$ cat src/rtl/lab_input_pkg.sv
// Shared types and constants for the lab input-conditioning blocks.
package lab_input_pkg;

  // Per-channel debounce FSM states.
  typedef enum logic [1:0] {
    S_LOW       = 2'd0,
    S_PEND_HIGH = 2'd1,
    S_HIGH      = 2'd2,
    S_PEND_LOW  = 2'd3
  } debounce_state_t;

  // 10 ms at 50 MHz.
  localparam int unsigned DEBOUNCE_CYCLES_DEFAULT = 500000;

endpackage : lab_input_pkg

$ cat src/rtl/debounce_channel.sv
// Single-bit debouncer: 2-FF synchronizer, qualify-counter FSM and
// registered clean level with one-cycle edge pulses.
module debounce_channel
  import lab_input_pkg::*;
#(
  parameter int unsigned DEBOUNCE_CYCLES = DEBOUNCE_CYCLES_DEFAULT,
  parameter int unsigned CNT_W           = $clog2(DEBOUNCE_CYCLES)
) (
  input  logic clk,
  input  logic reset,
  input  logic sw_raw,
  output logic sw_clean,
  output logic sw_rise,
  output logic sw_fall
);

  localparam logic [CNT_W-1:0] CNT_ZERO = '0;
  localparam logic [CNT_W-1:0] CNT_ONE  = CNT_W'(1);
  localparam logic [CNT_W-1:0] CNT_LAST = CNT_W'(DEBOUNCE_CYCLES - 1);

  logic            sync1_q;
  logic            sync2_q;
  debounce_state_t state_q, state_d;
  logic [CNT_W-1:0] cnt_q, cnt_d;
  logic            clean_q, clean_d;
  logic            rise_q, rise_d;
  logic            fall_q, fall_d;

  // State, counter, synchronizer and output registers.
  always_ff @(posedge clk) begin
    if (reset) begin
      sync1_q <= 1'b0;
      sync2_q <= 1'b0;
      state_q <= S_LOW;
      cnt_q   <= CNT_ZERO;
      clean_q <= 1'b0;
      rise_q  <= 1'b0;
      fall_q  <= 1'b0;
    end else begin
      sync1_q <= sw_raw;
      sync2_q <= sync1_q;
      state_q <= state_d;
      cnt_q   <= cnt_d;
      clean_q <= clean_d;
      rise_q  <= rise_d;
      fall_q  <= fall_d;
    end
  end

  // Next-state logic; pulses only on the commit cycle.
  always_comb begin
    state_d = state_q;
    cnt_d   = cnt_q;
    clean_d = clean_q;
    rise_d  = 1'b0;
    fall_d  = 1'b0;

    unique case (state_q)
      S_LOW: begin
        if (sync2_q) begin
          state_d = S_PEND_HIGH;
          cnt_d   = CNT_ONE;
        end
      end

      S_PEND_HIGH: begin
        if (!sync2_q) begin
          state_d = S_LOW;
          cnt_d   = CNT_ZERO;
        end else if (cnt_q == CNT_LAST) begin
          state_d = S_HIGH;
          cnt_d   = CNT_ZERO;
          clean_d = 1'b1;
          rise_d  = 1'b1;
        end else begin
          cnt_d = cnt_q + CNT_ONE;
        end
      end

      S_HIGH: begin
        if (!sync2_q) begin
          state_d = S_PEND_LOW;
          cnt_d   = CNT_ONE;
        end
      end

      S_PEND_LOW: begin
        if (sync2_q) begin
          state_d = S_HIGH;
          cnt_d   = CNT_ZERO;
        end else if (cnt_q == CNT_LAST) begin
          state_d = S_LOW;
          cnt_d   = CNT_ZERO;
          clean_d = 1'b0;
          fall_d  = 1'b1;
        end else begin
          cnt_d = cnt_q + CNT_ONE;
        end
      end

      default: begin
        state_d = S_LOW;
        cnt_d   = CNT_ZERO;
      end
    endcase
  end

  assign sw_clean = clean_q;
  assign sw_rise  = rise_q;
  assign sw_fall  = fall_q;

endmodule : debounce_channel

$ cat src/rtl/switch_debouncer.sv
// Multi-channel switch/pushbutton conditioner: one independent debounce
// channel per raw input bit.
module switch_debouncer
  import lab_input_pkg::*;
#(
  parameter int unsigned WIDTH           = 2,
  parameter int unsigned DEBOUNCE_CYCLES = DEBOUNCE_CYCLES_DEFAULT,
  parameter int unsigned CNT_W           = $clog2(DEBOUNCE_CYCLES)
) (
  input  logic             clk,
  input  logic             reset,
  input  logic [WIDTH-1:0] sw_raw,
  output logic [WIDTH-1:0] sw_clean,
  output logic [WIDTH-1:0] sw_rise,
  output logic [WIDTH-1:0] sw_fall
);

  for (genvar g = 0; g < WIDTH; g++) begin : g_chan
    debounce_channel #(
      .DEBOUNCE_CYCLES (DEBOUNCE_CYCLES),
      .CNT_W           (CNT_W)
    ) u_chan (
      .clk      (clk),
      .reset    (reset),
      .sw_raw   (sw_raw[g]),
      .sw_clean (sw_clean[g]),
      .sw_rise  (sw_rise[g]),
      .sw_fall  (sw_fall[g])
    );
  end

endmodule : switch_debouncer

$ cat config.mk
export PLATFORM = sky130hd
export DESIGN_NAME = switch_debouncer
export DESIGN_NICKNAME = d
export VERILOG_FILES = /design/src/rtl/lab_input_pkg.sv /design/src/rtl/debounce_channel.sv /design/src/rtl/switch_debouncer.sv
export SDC_FILE = /design/constraint.sdc
export NUM_CORES = 1
export LEC_CHECK = 0
export ABC_AREA = 1
export ABC_CLOCK_PERIOD_IN_PS = 1900
export BUFFER_PORTS_ARGS = -buffer_cell sky130_fd_sc_hd__buf_2
export CORE_AREA = 10 10 102 104
export DETAILED_ROUTE_END_ITERATION = 10
export DIE_AREA = 0 0 112 114
export REMOVE_ABC_BUFFERS = 1
export SLEW_MARGIN = 20
export SYNTH_ARGS = -nofsm -noshare
export SYNTH_HDL_FRONTEND = slang
export SYNTH_HIERARCHICAL = 1
export SYNTH_SLANG_ARGS = --single-unit
$ cat constraint.sdc
create_clock -name clk -period 1.9 [get_ports clk]
set_input_delay 0.095 -clock clk [delete_from_list [all_inputs] [get_ports clk]]
set_output_delay 0.095 -clock clk [all_outputs]
set_load 0.01 [all_outputs]
* Yosys cells after proc, flatten, opt, wreduce, memory -nomap -nowiden *
Cells that the tools add are included.

word-level totals
  output and inout port bits = 6
  word-level logic and storage cells = 98
  bits in registers = 52
  input bits = 4

operators by class
  $add $sub $neg = 2
  muxes and demuxes = 38
  reduce and logical (&&, ||, !) cells = 14
  equal/unequal tests = 24
  bitwise logic cells = 6

operators by type and width
  cell                     count
  $mux W19                 10
  $pmux W19 S4             2
  $add A19 B1 Y19 const B  2
  $eq A19 B19 Y1 const B   2
  $mux W2                  12
  $ne A2 B1 Y1 const B     8
  $pmux W2 S4              2
  $reduce_or A3 Y1         4
  $mux W1                  10
  $reduce_and A5 Y1        2
  $eq A2 B2 Y1 const B     4
  $ne A2 B2 Y1 const B     4
  $reduce_and A4 Y1        2
  $ne A3 B1 Y1 const B     2
  $ne A3 B3 Y1 const B     2
  $not A1 Y1               6
  $eq A2 B1 Y1 const B     2
  $logic_not A2 Y1         2
  $pmux W1 S2              2
  $reduce_and A2 Y1        2
  $reduce_bool A2 Y1       2

* Longest topological paths before layout *
Gate-level depths: netlist (run 1).

  word-level depth = 4
  gate-level depth with buffers = 10

* Cells and area by module *
Netlist (run 1), hierarchy kept.

modules (own cells, without submodules)
  module                               cells an instance  area each (µm²)  instances
  debounce_channel (g_chan[0].u_chan)  238                1635.3           1
  debounce_channel (g_chan[1].u_chan)  250                1619.1           1

* Least setup slack after synthesis (run 1) *
No wires, ideal clock.

  kind = flip-flop to flip-flop
  start = register g_chan[0].u_chan.cnt_q[0]
  end = register g_chan[0].u_chan.cnt_q[13]
  data required time = 1765 ps
  setup time = 135 ps
  data arrival time = 1344 ps
  slack = 421 ps
  buffers on the path = 1
  period minus slack after synthesis = 1479 ps
  stages on the path, launching flop included = 10
  path through = dfxtp_1 ha_1 nand2_4 nor2_8 inv_4 nor2_8 a21oi_4 buf_8 nand3_2 a21oi_2

between the ends
  word-level cells in the longest chain between the ends = 4
  elaborated cells between the ends (all ways) = 6
  those cells by class = add/sub: 1; eq/ne: 1; mux: 4

RTL lines
  what                                                      line                                            RTL
  start, declared                                           debounce_channel.sv:24                          logic [CNT_W-1:0] cnt_q, cnt_d;
  start signal, assigned                                    debounce_channel.sv:43                          cnt_q <= cnt_d;
  $add A19 B1 Y19 / $eq A19 B19 Y1 (equally long branches)  --
  $mux W19 (*)                                              debounce_channel.sv:70, debounce_channel.sv:91
  $mux W19, on equally long branches                        debounce_channel.sv:88, debounce_channel.sv:67
  $pmux W19 S4 (*)                                          debounce_channel.sv:58                          unique case (state_q)

Mark *: on every way between the ends. The rest lies on a longest branch, timed or not.
A chain may end at the register's enable or synchronous reset.

* Worst setup path in the final report (run 1) *
  start = register g_chan[1].u_chan.cnt_q[0]
  end = register g_chan[1].u_chan.cnt_q[16]

between the ends
  word-level cells in the longest chain between the ends = 4
  elaborated cells between the ends (all ways) = 6
  those cells by class = add/sub: 1; eq/ne: 1; mux: 4

RTL lines
  what                                                      line
  start, declared                                           debounce_channel.sv:24
  start signal, assigned                                    debounce_channel.sv:43
  $add A19 B1 Y19 / $eq A19 B19 Y1 (equally long branches)  --
  $mux W19 (*)                                              debounce_channel.sv:70, debounce_channel.sv:91
  $mux W19, on equally long branches                        debounce_channel.sv:88, debounce_channel.sv:67
  $pmux W19 S4 (*)                                          debounce_channel.sv:58

Marked as above.

==> reports/results.ini, run 1 <==
[status]
outcome = finished, final reports clean

[pwr]
power_density_nw_per_um2 = 556
ir_worst_vdd_uv = 296
p_leak_uw = 0.00143

[sta]
tightest_slew_ps = 463
period_share = 0.886
tns_ps = 0
hold_viol_final = 0
setup-violations-final = 0
rsz0062_at_grt = false
finClkSkew_ps = 7.90
fmax_mhz = 594
slew_violations = 0
hold_ws_ps = 172
min_period_ps = 1680
slew_headroom = 0.690

[worst_setup_path]
cp.arrival_ps = 1920
crit_fanout = 14
crit_type = reg -> reg
worstSetupEndpointType = register
cp.required_ps = 2140
crit_path_start_kind = register

[floorplan]
initial_core_util = 0.384
coreArea_um2 = 8470
die_h_um = 114
num_io_pins = 10
die_x_um = 112
die_area_um2 = 12800
rows = 34

[clocking]
insertion_delay_ps = 300
cts.repair.resized = 0
cts_max_path_buffers = 2
tritoncts = yes
clk_pin_slew_ps = 100
cts_sinks = 52
cts-root-buf = clkbuf_8
cts_buffers = 5
htreeDepth = 2

[worst_hold_path]
hold_path.class = in -> reg

[cells_and_area]
antenna_cells = 0
nets = 509
final_cell_mix = nand2_1 (138), nor2_1 (73), inv_1 (66), dfxtp_1 (52), nand3_1 (22)
layout_commonest_cell = nand2_1
syn_to_final_growth_pct = 8.84
drive_gt1_frac = 0.190

[synth]
synth_cell_types = 35
synthCells = 488
avgSynthCellArea_um2 = 6.67
synth-seq-cells = 52
syn_area_um2 = 3250
ys_seq_area_frac = 0.320
synth_warnings = 6

[global_route]
grt_overflow = 0
grt_max_degree = 20
grt_first_pass_wirelength_um = 12600
antenna_found_initial = 0
grt_pass1_vias = 2693
track_usage = 0.115

[place]
gp_congestion = 0.912
io_buffer_count = 9
hpwlAfterDp_um = 5500

[routing]
drtPass1Iterations = 5
viasPerCell = 4.81
wire_per_inst_um = 12.0
num_vias = 2944
drc = 0
antenna_left = 0
routed_wl_um = 7320
first_iter_violations = 140

[job]
max_cap_viol_count = 0

==> final cells by class <==
| cell class | count | area, um2 |
|---|---|---|
| fill | 899 | 4920 |
| timing repair buffer | 17 | 123 |
| clock buffer | 7 | 86.3 |
| tap | 108 | 135 |
| sequential | 52 | 1040 |
| clock inverter | 1 | 7.51 |
| multi-input combinational | 355 | 1880 |
| inverter | 72 | 273 |
==> metrics by stage <==
step / instance area, um2 / setup slack, ps / utilization / total power (uW) / cells
after floorplan: 3190 / 371 / - / 1260 / 479
after global placement: 3390 / 210 / 0.401 / 1320 / 599
after detailed placement: 3390 / 157 / 0.401 / 1330 / 599
after CTS: 3510 / 129 / 0.414 / 2020 / 609
after global routing: 3540 / 73.0 / 0.418 / 2080 / 612
final: 3540 / 216 / 0.418 / 1970 / 612
==> path summary, 6_finish.rpt <==
kind                             startpoint                    endpoint  slack (ps)  cells after the start
setup / recovery  g_chan[1].u_chan/cnt_q[0]  g_chan[1].u_chan/cnt_q[16]         220                      8
hold / removal                        reset    g_chan[1].u_chan/sync1_q         170                      2
setup reg to reg  g_chan[1].u_chan/cnt_q[0]  g_chan[1].u_chan/cnt_q[16]         220                      8
hold reg to reg    g_chan[0].u_chan/sync1_q    g_chan[0].u_chan/sync2_q         410                      2
==> cell usage after synthesis (all sizes together) <==
| master | number | area, um2 |
|---|---|---|
| nand4 | 8 | 56.3 |
| nor2 | 86 | 422 |
| nand3 | 36 | 258 |
| xor2 | 4 | 35.0 |
| nor3 | 4 | 20.0 |
| o21ai | 18 | 93.8 |
| and3 | 1 | 6.26 |
| nor4 | 1 | 6.26 |
| ha | 2 | 25.0 |
| clkbuf | 3 | 11.3 |
| buf | 6 | 52.6 |
| o21a | 2 | 15.0 |
| nand2 | 156 | 646 |
| inv | 72 | 273 |
| dfxtp | 52 | 1040 |
| o211ai | 1 | 7.51 |
| o21bai | 3 | 22.5 |
| o211a | 1 | 10.0 |
| a21oi | 32 | 254 |
==> routing by layer <==
metal | part of all wire | track usage | vias to the layer above
met1 | 0.51 | 0.157 | 1337
met2 | 0.44 | 0.183 | 53
met4 | 0.0051 | 0.0313 | 0
met5 | 0 | 0 | -
li1 | - | - | 1552
met3 | 0.042 | 0.0184 | 2
==> worst max-delay path, cell delays in order (launching register included) <==
cell and delay (ps):
dfxtp_1 360, ha_1 250, nand2_2 150, nor2_8 70, nand3_2 90, nor2_4 40
nor2_4 340, o21ai_0 160, a21oi_1 150
==> power breakdown <==
group / total (uW) / leakage (uW) / switching, uW / internal, uW
registers: 1120 / 0.000420 / 16.6 / 1110
logic: 179 / 0.000962 / 132 / 47.7
clock network: 668 / 0.0000445 / 371 / 297
total: 1970 / 0.00143 / 519 / 1450
==> state kept, by name (all words and copies together) (netlist names), named ones only <==
register	cells
g_chan.u_chan/state_q	2
g_chan.u_chan/sw_rise	2
g_chan.u_chan/sync1_q	2
g_chan.u_chan/cnt_q	38
g_chan.u_chan/sync2_q	2
g_chan.u_chan/sw_clean	2
g_chan.u_chan/sw_fall	2
==> kinds of logic after synthesis <==
group	share of synthesized area
adder cells (fa/ha/maj)	0.00769
buffers and inverters	0.103
flip-flops	0.320
XOR/XNOR	0.0108
AND/OR/NAND/NOR	0.434
AO/OA/AOI/OAI	0.124
==> timing repair <==
action,CTS,global route
setup endpoints to repair,0,2
hold endpoints to repair,2,0
hold buffers,2,0
setup buffers,0,3
(Power assumes the default switching activity.)
==> inputs of run 2 (changes only) <==
Settings changed: CORE_AREA 10 10 102 104 to 10 10 86 88, DIE_AREA 0 0 112 114 to 0 0 96 98, PLACE_DENSITY set to 0.71, SYNTH_HIERARCHICAL 1 to unset.
==> run 2 against run 1 <==
  * Sequential share of layout area up 2.4 points
  * Global-route usage increased by 4.4 points
  * Clock power is 15% higher
  * Cell count fell by 6.5%
  * Largest power group unchanged
==> reports/results.ini, run 2 <==
[status]
outcome = finished, final reports clean

[clocking]
tritoncts = yes
cts_max_path_buffers = 2  ; unchanged
cts.repair.resized = 0  ; unchanged
insertion_delay_ps = 310  ; about the same
cts_sinks = 52  ; unchanged
cts_hold_buf = 2  ; unchanged
cts-root-buf = clkbuf_8
cts_buffers = 5  ; unchanged
clk_pin_slew_ps = 100  ; about the same
postCtsSetupBuffers = 0  ; unchanged
htreeDepth = 2  ; unchanged

[pwr]
internal_power_uw = 1510  ; +4.0%
pwr-share-clk = 0.393  ; +0.054
swShare = 0.224  ; -0.0395
ir_worst_vdd_uv = 347  ; +17%
seq_power_share = 0.568  ; -0.002
p_leak_uw = 0.00121  ; -15%
power_density_nw_per_um2 = 595  ; +6.9%
netSwitchingPower_uw = 436  ; -16%
pwr-share-comb = 0.039  ; -0.052

[place]
gp_congestion = 0.990  ; +8.5%
hpwlAfterDp_um = 5200  ; -5.3%
io_buffer_count = 9  ; unchanged

[routing]
drtPass1Iterations = 4  ; -1
viasPerCell = 5.23  ; +8.7%
first_iter_violations = 114  ; -19%
antenna_left = 0  ; unchanged
num_vias = 2991  ; +1.6%
drc = 0  ; unchanged
wire_per_inst_um = 12.7  ; +5.9%
routed_wl_um = 7250  ; -1.0%

[worst_setup_path]
cp.required_ps = 2140  ; about the same
slowest_stage = dfxtp_1
worst-path-buf-inv = 0  ; unchanged
worst_path_most_repeated_cell = nor2_4
worstSetupEndpointType = register
crit_family = simple AND/OR/NAND/NOR gates
cp.arrival_ps = 1930  ; about the same
crit_path_start_kind = register
crit_fanout = 16  ; +2
worstPathCellList = ha_1 -> nand3_2 -> nor2_4 -> nand3_1 -> nor2_4 -> nor2_4 -> o21ai_0 -> a21oi_1
cp_num_cells = 8  ; unchanged
r2r_cells = 8  ; unchanged
crit_type = reg -> reg
max_stage_delay_ps = 380  ; +20 ps

[sta]
min_period_ps = 1690  ; +1.22 ps
slew_violations = 0  ; unchanged
hold_ws_ps = 317  ; +145 ps
fmax_mhz = 593  ; about the same
setup-violations-final = 0  ; unchanged
tightest_slew_ps = 676  ; +213 ps
period_share = 0.887  ; about the same
slew_headroom = 0.549  ; -0.142
hold_viol_final = 0  ; unchanged
rsz0062_at_grt = false
finClkSkew_ps = 9.42  ; +1.52 ps
tns_ps = 0  ; unchanged

[cells_and_area]
layout_commonest_cell = nand2_1
fillers = 555  ; -38%
multi_input_area_um2 = 1710  ; -8.7%
largest_reg_flops = 38  ; unchanged
seq_area_um2 = 1040  ; unchanged
drive_gt1_frac = 0.0986  ; -0.0919
final_cell_mix = nand2_1 (155), nor2_1 (68), inv_1 (55), dfxtp_1 (52), a21oi_1 (33)
antenna_cells = 0  ; unchanged
syn_to_final_growth_pct = 6.13
largest-register = g_chan.u_chan.cnt_q
nets = 502  ; -1.4%

[job]
max_cap_viol_count = 0  ; unchanged

[synth]
synth_warnings = 0  ; -6
syn_area_um2 = 3080  ; -5.3%
synth.area.top_cells = dfxtp_1 (34%), nand2_1 (19%), nor2_1 (8.3%)
ys_seq_area_frac = 0.338  ; +0.0178
synthCells = 490  ; +0.41%
synth-seq-cells = 52  ; unchanged
synth_edf_count = 0  ; unchanged
synth_cell_types = 32  ; -8.6%
yosysMostFrequentCell = nand2_1
synth_commonest_cells = nand2_1 (155), nor2_1 (68), inv_1 (55)
async_flop_share = 0  ; unchanged
avgSynthCellArea_um2 = 6.29  ; -5.7%
synth_top_cell_by_area = dfxtp_1
ys.flop_type = dfxtp_1
netlist.area_leader.share = 0.338  ; +0.0178

[global_route]
track_usage = 0.160  ; +0.0445
grt_pass1_vias = 2959  ; +9.9%
grt_first_pass_wirelength_um = 12500  ; -0.88%
grt_overflow = 0  ; unchanged
grt_max_degree = 36  ; +80%
antenna_found_initial = 0  ; unchanged

[worst_hold_path]
hold_depth = 3  ; +1
hold_path.class = in -> reg

[floorplan]
num_io_pins = 10  ; unchanged
coreArea_um2 = 5750  ; -32%
die_area_um2 = 9410  ; -26%
initial_core_util = 0.537  ; +0.152
die_h_um = 98  ; -14%
rows = 28  ; -18%
die_x_um = 96  ; -14%

## run 2: cell types whose count changed in the layout (fill, tap and decap cells not counted), moves of 4 or more
cell	previous run	this run
a21oi_1	11	33
a21oi_2	19	2
inv_1	66	55
nand2_1	138	155
nand2_2	15	2
nand3_2	13	6
nand4_1	7	16
nor2_1	73	68
o21ai_0	15	19
## run 2: worst paths after layout
path / startpoint / slack (ps) / to
setup / recovery: g_chan[0].u_chan.cnt_q[0] / 210 / g_chan[0].u_chan.cnt_q[6]
hold / removal: reset / 320 / g_chan[1].u_chan.cnt_q[10]
hold reg to reg: g_chan[0].u_chan.sync1_q / 400 / g_chan[0].u_chan.sync2_q
setup reg to reg: g_chan[0].u_chan.cnt_q[0] / 210 / g_chan[0].u_chan.cnt_q[6]
## run 2: power by group through the flow
| stage | Sequential (uW) | Combinational, uW | Clock (uW) |
|---|---|---|---|
| 5_1_grt | 1110 | 83.7 | 827 |
| 4_1_cts | 1100 | 76.6 | 786 |
| 6_report | 1100 | 76.8 | 765 |
| 3_3_place_gp | 1130 | 72.9 | 0 |
| 3_5_place_dp | 1130 | 73.1 | 0 |
| 2_1_floorplan | 1130 | 35.7 | 0 |
## run 2: kinds of logic (layout without fill, tap and decap cells)
family	Yosys count	in the layout	share of synthesized area
buffers and inverters	75	82	0.107
adder cells (fa/ha/maj)	2	2	0.00812
XOR/XNOR	3	3	0.00852
AO/OA/AOI/OAI	64	64	0.115
AND/OR/NAND/NOR	294	294	0.424
flip-flops	52	52	0.338
## run 2: tightest hold or removal path, delay by kind of cell
| family | cells | cell delay (ps) |
|---|---|---|
| buffers and inverters | 2 | 350 |
| AOI/OAI and AO/OA | 1 | 140 |
## run 2: area by class of cell
type	instances	area share
Tap cell	75	0.0287
Clock buffer	6	0.0222
Multi-Input combinational cell	363	0.524
Clock inverter	2	0.0107
Timing Repair Buffer	15	0.0291
Inverter	59	0.0677
Sequential cell	52	0.318
## run 2: metal layers
layer	part of all wire	vias to the layer above	GRT usage	routed length (um)
met5	0	-	0	0
met4	0.037	0	0.0863	268
met3	0.035	24	0.0276	251
met2	0.49	71	0.288	3580
met1	0.43	1334	0.167	3140
li1	-	1562	-	-
## run 2: stage by stage
stage	utilization	area (um2)	power, uW	std cells	worst slack [ps]
after floorplan	-	2980	1170	474	409
after global placement	0.547	3140	1200	562	290
after detailed placement	0.547	3140	1200	562	229
after CTS	0.569	3270	1970	572	214
after global routing	0.569	3270	2020	572	20.9
final	0.569	3270	1950	572	215
==> inputs of run 3 (changes only) <==
Settings changed: ABC_AREA 1 to unset, CORE_AREA 10 10 86 88 to 10 10 77 79, DIE_AREA 0 0 96 98 to 0 0 87 89, PLACE_DENSITY 0.71 to 0.77.
==> run 3 against run 2 <==
  * The flow now finishes with violations (negative setup slack)
  * Via count is 17% lower
  * Global-route usage hardly changed
  * Critical path depth is 3 lower
  * Critical path type unchanged
  * Largest cell class unchanged
  * Largest power group unchanged
==> reports/results.ini, run 3 <==
[status]
outcome = finished with violations
violations = negative setup slack

[sta]
fmax_mhz = 468  ; -21%
hold_viol_final = 0  ; unchanged
finClkSkew_ps = 11.0  ; +1.61 ps
tightest_slew_ps = 479  ; -197 ps
slew_violations = 0  ; unchanged
slew_headroom = 0.678  ; +0.129
hold_ws_ps = 121  ; -196 ps
min_period_ps = 2140  ; +453 ps
layout_setup_ws_ps = -238  ; -453 ps
rsz0062_at_grt = true
setup-violations-final = 23  ; +23
period_share = 1.13  ; +0.238

[cells_and_area]
nets = 365  ; -27%
antenna_cells = 0  ; unchanged
final_cell_mix = dfxtp_1 (51), buf_4 (49), nand2_1 (26), nor2_1 (19), a21oi_1 (19)
drive_gt1_frac = 0.244  ; +0.146
syn_to_final_growth_pct = 21.2
largest-register = g_chan.u_chan.cnt_q
postLayoutCellArea_um2 = 3170  ; -3.1%
layout_commonest_cell = dfxtp_1
stdcell_count = 414  ; -28%
fillers = 338  ; -39%
multi_input_area_um2 = 1490  ; -13%
seq_area_um2 = 1040  ; +0.12%
largest_reg_flops = 38  ; unchanged

[synth]
async_flop_share = 0  ; unchanged
synth_top_cell_by_area = dfxtp_1
ys.flop_type = dfxtp_1
yosysMostFrequentCell = dfxtp_1
synth-seq-cells = 52  ; unchanged
synth_cell_types = 51  ; +59%
avgSynthCellArea_um2 = 8.33  ; +32%
netlist.area_leader.share = 0.398  ; +0.0602
synth_warnings = 0  ; unchanged
synthCells = 314  ; -36%
synth_commonest_cells = dfxtp_1 (52), nand2_1 (26), a21oi_1 (21)
synth_edf_count = 0  ; unchanged
ys_seq_area_frac = 0.398  ; +0.0602
syn_area_um2 = 2620  ; -15%
synth.area.top_cells = dfxtp_1 (40%), a31oi_1 (4.3%), a21oi_1 (4.0%)

[routing]
first_iter_violations = 137  ; +20%
wire_per_inst_um = 14.6  ; +15%
routed_wl_um = 6020  ; -17%
antenna_left = 0  ; unchanged
drtPass1Iterations = 5  ; +1
drc = 0  ; unchanged
num_vias = 2483  ; -17%
viasPerCell = 6.00  ; +15%

[pwr]
pwr-share-clk = 0.347  ; -0.046
internal_power_uw = 1400  ; -7.2%
pwr-share-comb = 0.049  ; +0.010
netSwitchingPower_uw = 436  ; +0.12%
seq_power_share = 0.604  ; +0.036
p_leak_uw = 0.00123  ; +1.5%
power_density_nw_per_um2 = 580  ; -2.6%
ir_worst_vdd_uv = 466  ; +34%
swShare = 0.238  ; +0.0135

[worst_setup_path]
crit_path_start_kind = register
crit_type = reg -> reg
cp.required_ps = 2100  ; -40 ps
slowest_stage = or4_4
crit_fanout = 5  ; -11
worstPathCellList = or4b_4 -> or4_4 -> or3_4 -> mux2i_1 -> a21oi_1
cp.arrival_ps = 2340  ; +410 ps
max_stage_delay_ps = 550  ; +170 ps
worstSetupEndpointType = register

[global_route]
track_usage = 0.160  ; about the same
grt_pass1_vias = 2261  ; -24%
grt_max_degree = 25  ; -31%
grt_overflow = 0  ; unchanged
grt_first_pass_wirelength_um = 10300  ; -17%
antenna_found_initial = 0  ; unchanged

[clocking]
insertion_delay_ps = 310  ; about the same
cts_buffers = 5  ; unchanged
cts_sinks = 52  ; unchanged
cts-root-buf = clkbuf_8
cts_max_path_buffers = 2  ; unchanged
htreeDepth = 2  ; unchanged
tritoncts = yes
clk_pin_slew_ps = 100  ; about the same

[job]
max_cap_viol_count = 0  ; unchanged

[floorplan]
coreArea_um2 = 4540  ; -21%
rows = 25  ; -11%
die_h_um = 89  ; -9.2%
initial_core_util = 0.577  ; +0.0402
die_area_um2 = 7740  ; -18%
num_io_pins = 10  ; unchanged
die_x_um = 87  ; -9.4%

[place]
placed_cell_area_um2 = 2950  ; -6.1%
gp_congestion = 0.902  ; -8.9%
dp.cells = 403  ; -28%
preCtsSetupSlack_ps = -313  ; -542 ps
hpwlAfterDp_um = 4280  ; -18%
io_buffer_count = 9  ; unchanged

[worst_hold_path]
hold_path.class = in -> reg

-- run 3: cell types whose count changed in the layout (fill, tap and decap cells not counted), moves of 14 or more --
cell,change
nand2_1,-129
nor2_1,-49
buf_4,+45
inv_1,-42
a31oi_1,+18
a21oi_1,-14
-- run 3: kinds of logic after synthesis --
logic type	Yosys count	synth area share
buffers and inverters	35	0.0727
AOI/OAI and AO/OA	74	0.180
DFF	52	0.398
xor gates and xnor gates	11	0.0368
adders and majority gates	2	0.00956
and+or+nand+nor	135	0.284
muxes	5	0.0191
-- run 3: layer usage --
layer	GRT usage	share of wire
met3	0.0337	0.055
met5	0	0
met4	0.0545	0.016
met1	0.199	0.44
met2	0.265	0.49
-- run 3: final timing paths --
kind	startpoint	end	slack [ps]	cells after the start
setup / recovery	g_chan[1].u_chan.cnt_q[6]	g_chan[1].u_chan.sw_clean	-240	5
hold / removal	reset	g_chan[0].u_chan.sw_clean	120	2
setup reg to reg	g_chan[1].u_chan.cnt_q[6]	g_chan[1].u_chan.sw_clean	-240	5
hold reg to reg	g_chan[1].u_chan.sync1_q	g_chan[1].u_chan.sync2_q	440	1
-- run 3: repair_timing --
action                     in CTS  in global routing
pin swaps                       0                  8
hold endpoints to repair        2                  0
setup endpoints to repair      32                 39
gates resized for setup         8                 12
hold buffers                    2                  0
buffers inserted                0                  1
-- run 3: area by class of cell --
type	instances	share of cell area
multi-input combinational	227	0.470
sequential	52	0.329
timing repair buffer	60	0.137
clock buffer	6	0.0229
tap	54	0.0213
inverter	13	0.0154
clock inverter	2	0.00513
-- run 3: critical path: cells and delay by family, from the launching register on --
family	cells	cell delay [ps]
DFF	1	330
and+or+nand+nor	3	1450
muxes	1	160
AOI/OAI and AO/OA	1	80
-- run 3: through the flow --
step	util	power, uW	TNS (ps)
4_1_cts	0.684	1850	-4010
3_5_place_dp	0.651	1220	-5380
5_1_grt	0.699	1900	-4930
6_report	0.699	1840	-3640
2_1_floorplan	-	1170	-9230
3_3_place_gp	0.651	1210	-4320
-- run 3: power groups by stage --
| stage | logic (uW) | registers [uW] | clock network, uW |
|---|---|---|---|
| 3_3_place_gp | 81.0 | 1130 | 0 |
| 3_5_place_dp | 83.4 | 1130 | 0 |
| 6_report | 90.8 | 1110 | 637 |
| 2_1_floorplan | 38.3 | 1140 | 0 |
| 4_1_cts | 88.2 | 1110 | 648 |
| 5_1_grt | 99.5 | 1110 | 693 |
